### src/rtl/shift_tx_controller.sv
// Parallel-to-serial transmitter: accepts a WIDTH-bit word, shifts it out MSB first,
// holding each bit for BIT_CYCLES clocks, then pulses done for one cycle.
module shift_tx_controller #(
  parameter int WIDTH      = 8,
  parameter int BIT_CYCLES = 4
) (
  input  logic             clk,
  input  logic             rst,
  input  logic [WIDTH-1:0] din,
  input  logic             din_valid,
  output logic             din_ready,
  input  logic             hold,
  output logic             sout,
  output logic             busy,
  output logic             done
);

  localparam int CNT_W = $clog2(WIDTH + 1);
  localparam logic [7:0]       TICK_LAST = 8'(BIT_CYCLES - 1);
  localparam logic [CNT_W-1:0] BIT_LAST  = CNT_W'(WIDTH - 1);

  typedef enum logic [1:0] {
    IDLE  = 2'd0,
    SHIFT = 2'd1,
    DONE  = 2'd2
  } state_t;

  state_t           state, state_nxt;
  logic [WIDTH-1:0] sreg, sreg_nxt;
  logic [CNT_W-1:0] bit_cnt, bit_cnt_nxt;
  logic [7:0]       tick_cnt, tick_cnt_nxt;
  logic             run_q;
  logic             accept;

  // run_q re-times reset release onto clk: nothing can be accepted until the
  // first edge after rst rises, so the release edge itself never changes state.
  always_ff @(posedge clk or negedge rst) begin
    if (!rst) begin
      run_q <= 1'b0;
    end else begin
      run_q <= 1'b1;
    end
  end

  always_ff @(posedge clk or negedge rst) begin
    if (!rst) begin
      state    <= IDLE;
      sreg     <= '0;
      bit_cnt  <= '0;
      tick_cnt <= '0;
    end else begin
      state    <= state_nxt;
      sreg     <= sreg_nxt;
      bit_cnt  <= bit_cnt_nxt;
      tick_cnt <= tick_cnt_nxt;
    end
  end

  assign accept = (state == IDLE) && run_q && din_valid;

  always_comb begin
    state_nxt    = state;
    sreg_nxt     = sreg;
    bit_cnt_nxt  = bit_cnt;
    tick_cnt_nxt = tick_cnt;
    din_ready    = 1'b0;
    busy         = 1'b0;
    sout         = 1'b0;
    done         = 1'b0;
    case (state)
      IDLE: begin
        din_ready = run_q;
        if (accept) begin
          sreg_nxt     = din;
          bit_cnt_nxt  = '0;
          tick_cnt_nxt = '0;
          state_nxt    = SHIFT;
        end
      end
      SHIFT: begin
        busy = 1'b1;
        sout = sreg[WIDTH-1];
        // hold freezes everything, including the terminal tick of a bit
        if (!hold) begin
          if (tick_cnt == TICK_LAST) begin
            tick_cnt_nxt = '0;
            sreg_nxt     = sreg << 1;
            if (bit_cnt == BIT_LAST) begin
              bit_cnt_nxt = '0;
              state_nxt   = DONE;
            end else begin
              bit_cnt_nxt = bit_cnt + CNT_W'(1);
            end
          end else begin
            tick_cnt_nxt = tick_cnt + 8'd1;
          end
        end
      end
      DONE: begin
        done      = 1'b1;
        state_nxt = IDLE;
      end
      default: begin
        state_nxt = IDLE;
      end
    endcase
  end

endmodule

### config.mk
export PLATFORM = sky130hd
export DESIGN_NAME = shift_tx_controller
export DESIGN_NICKNAME = d
export VERILOG_FILES = /design/src/rtl/shift_tx_controller.sv
export SDC_FILE = /design/constraint.sdc
export NUM_CORES = 1
export LEC_CHECK = 0
export ABC_CLOCK_PERIOD_IN_PS = 2100
export CORE_UTILIZATION = 23
export CTS_CLUSTER_DIAMETER = 30
export DETAILED_ROUTE_END_ITERATION = 16
export GPL_TIMING_DRIVEN = 0
export SYNTH_ARGS = -nofsm -noshare
export SYNTH_HDL_FRONTEND = slang
export SYNTH_SLANG_ARGS = --single-unit
### constraint.sdc
create_clock -name clk -period 2.1 [get_ports clk]
set_clock_uncertainty 0.05 [all_clocks]
set_input_delay 0.42 -clock clk [delete_from_list [all_inputs] [get_ports clk]]
set_output_delay 0.42 -clock clk [all_outputs]
set_load 0.005 [all_outputs]
==> out/results.ini <==
[outcome]
status=completed

[cells_and_area]
area_growth_pct=26.00
postLayoutCellArea_um2=1498
diodes=0
drive_gt1_share_pct=12.50
final_nets=160
final_cells=211
fill_cells=509

[route]
via_per_inst=4.441
antenna_left=0
drc_errors=0
totalWireLength_um=2358
dr.pass1.iters=4
drt_iter0_markers=37
vias=937
post_drt_wl_per_cell_um=11.18

[global_route]
antenna_found_initial=0
grt_pass1_wl_um=4098
grt.met1_usage_pct=13.41
grtUsageTotal_pct=9.841
grt_pass1_vias=906
grt_max_degree=24
grtUsageMet3_pct=3.429
grt_use_met2_pct=15.39
grt-busiest-layer=met2
grt.overflow.total=0

[synth]
synth_cell_types=36
synth_async_sr_flop_share_pct=100.0
synth_seq_cells=23
netlist_area_um2=1189
syn_nets=139
yosysSeqAreaShare_pct=48.42
synth_edf_count=0
syn_avg_cell_area_um2=9.586
ys.warnings.count=0
synth_flop_cell=dfrtp_1
synthCells=124

[timing]
finalSetupViolCount=0
max_slew_margin_pct=32.39
min_period_over_period_pct=95.31
slew_viol_final=0
hold_violations=0
worst_pin_slew_ns=1.011
max_freq_ghz=0.4996
period_minus_slack_ns=2.002
rsz0062_at_grt=no

[clock_network]
clkLatencyLatePin_ns=0.26
clk_pin_slew_worst_paths_ns=0.08
postCtsHoldBufs=0
cts_buffers=3
h-tree-depth=1
tritoncts=yes
cts_buffer_depth=2
cts-root-buf=clkbuf_8
clock_sinks=23

[die]
initial_core_util_pct=24.52
core_um2=4848
die_h_um=73.89
rows=25
die_width_um=73.89
ios=16
dieArea_um2=5460

[power_and_ir_drop]
p_leak_nw=0.6489
totalPowerFinal_mw=1.373
powerDensity_nw_per_um2=916.8
vdd_drop_max_uv=389.7

[setup_path]
start_kind=flop
worstPathArrival_ns=1.53
cp-end-kind=output port
worstSetupPathType=reg2out
path_max_fanout=4
worstPathRequired_ns=1.63

[placement]
port_buffers=15
place.gp.congestion=0.7627
hpwl_um=1724
placed_cells=206
place_area_um2=1423

[worst_hold_path]
hold_path_class=reg2reg

[flow_run]
drv_cap=0

worst max-delay path, stage by stage (launching register included):
cell	delay (ns)
dfrtp_2	0.42
nand2b_4	0.16
inv_1	0.08
and2_1	0.12
clkdlybuf4s50_1	0.49
final timing paths:
kind                        startpoint          end  slack, ns  depth (start not counted)
max                           state[1]         sout        0.1                          4
min                            sreg[7]      sreg[7]       0.45                          2
max reg2reg                tick_cnt[0]     state[0]       0.20                          5
min reg2reg                    sreg[7]      sreg[7]       0.45                          2
max in group asynchronous          rst     state[1]       0.66                          1
min in group asynchronous          rst  tick_cnt[5]       0.66                          1
area by class of cell:
cell class,count,area [µm²],share of cell area [%]
timing repair buffer,17,167.7,11.19
clock buffer,4,45.04,3.008
buffer,3,12.51,0.8354
sequential,23,578.1,38.60
tap,67,83.83,5.597
inverter,6,22.52,1.504
multi-input combinational,91,588.1,39.26
placed cells by master, fill, tap and decap left out, types with 2 or more instances in the layout:
| master | instances |
|---|---|
| nor2_1 | 23 |
| dfrtp_1 | 21 |
| clkdlybuf4s50_1 | 14 |
| o21ai_0 | 8 |
| o22ai_1 | 7 |
| inv_1 | 6 |
| nand2_1 | 6 |
| nor3_1 | 4 |
| xor2_1 | 4 |
| nand3_1 | 3 |
| clkbuf_1 | 3 |
| a31o_2 | 3 |
| o21ai_1 | 3 |
| ha_1 | 3 |
| clkbuf_8 | 3 |
| nor3b_1 | 2 |
| a21o_1 | 2 |
| and3_1 | 2 |
| a21oi_1 | 2 |
| buf_4 | 2 |
| dfrtp_2 | 2 |
Yosys cell counts (4+ instances only):
cell type | count | area [µm²]
dfrtp_1 | 23 | 575.6
nor2_1 | 23 | 86.33
o21ai_0 | 8 | 40.04
o22ai_1 | 7 | 43.79
inv_1 | 6 | 22.52
nand2_1 | 6 | 22.52
nor3_1 | 4 | 20.02
xor2_1 | 4 | 35.03
power breakdown:
group	leakage, nW	internal, mW	switching [mW]
Clock	0.0228	0.135	0.137
Combinational	0.349	0.196	0.185
Sequential	0.278	0.592	0.128
Total	0.649	0.923	0.450
layer usage:
metal  up-vias  routed length [µm]
li1        475                   -
met1       446                1212
met2        14                1016
met3         2                 120
met4         0                   8
met5         -                   0
logic make-up (layout without fill, tap and decap cells):
family | after synthesis | count (layout) | synth area share, %
buffers and inverters | 10 | 30 | 3.263
adder cells (fa/ha/maj) | 3 | 3 | 3.158
other | 1 | 1 | 0.3155
XOR/XNOR | 4 | 4 | 2.947
flip-flops | 23 | 23 | 48.42
multiplexers | 1 | 1 | 0.8421
AND/OR/NAND/NOR | 53 | 53 | 25.79
AO/OA/AOI/OAI | 29 | 29 | 15.26
stage by stage:
step | util (%) | hold WS (ns) | worst slack [ns] | TNS (ns)
global route | 30.89 | 0.4802 | 0.01229 | 0
floorplan | - | 0.07441 | 0.3471 | 0
finish | 30.89 | 0.4508 | 0.09846 | 0
global placement | 29.34 | 0.4282 | -0.1780 | -1.625
detailed placement | 29.34 | 0.4413 | -0.1715 | -1.588
CTS | 30.53 | 0.4603 | 0.05409 | 0
flip-flops by register name, indices dropped and copies added, names as in the netlist:
register,flops
run_q,1
tick_cnt,8
state,2
bit_cnt,4
sreg,8
timing repair:
| item | CTS | global route |
|---|---|---|
| setup buffers | 1 | 1 |
| pin swaps | 0 | 1 |
| resized for setup | 2 | 3 |
| endpoints found under the setup margin | 2 | 4 |
No activity file was read; power rests on OpenSTA's default activity.
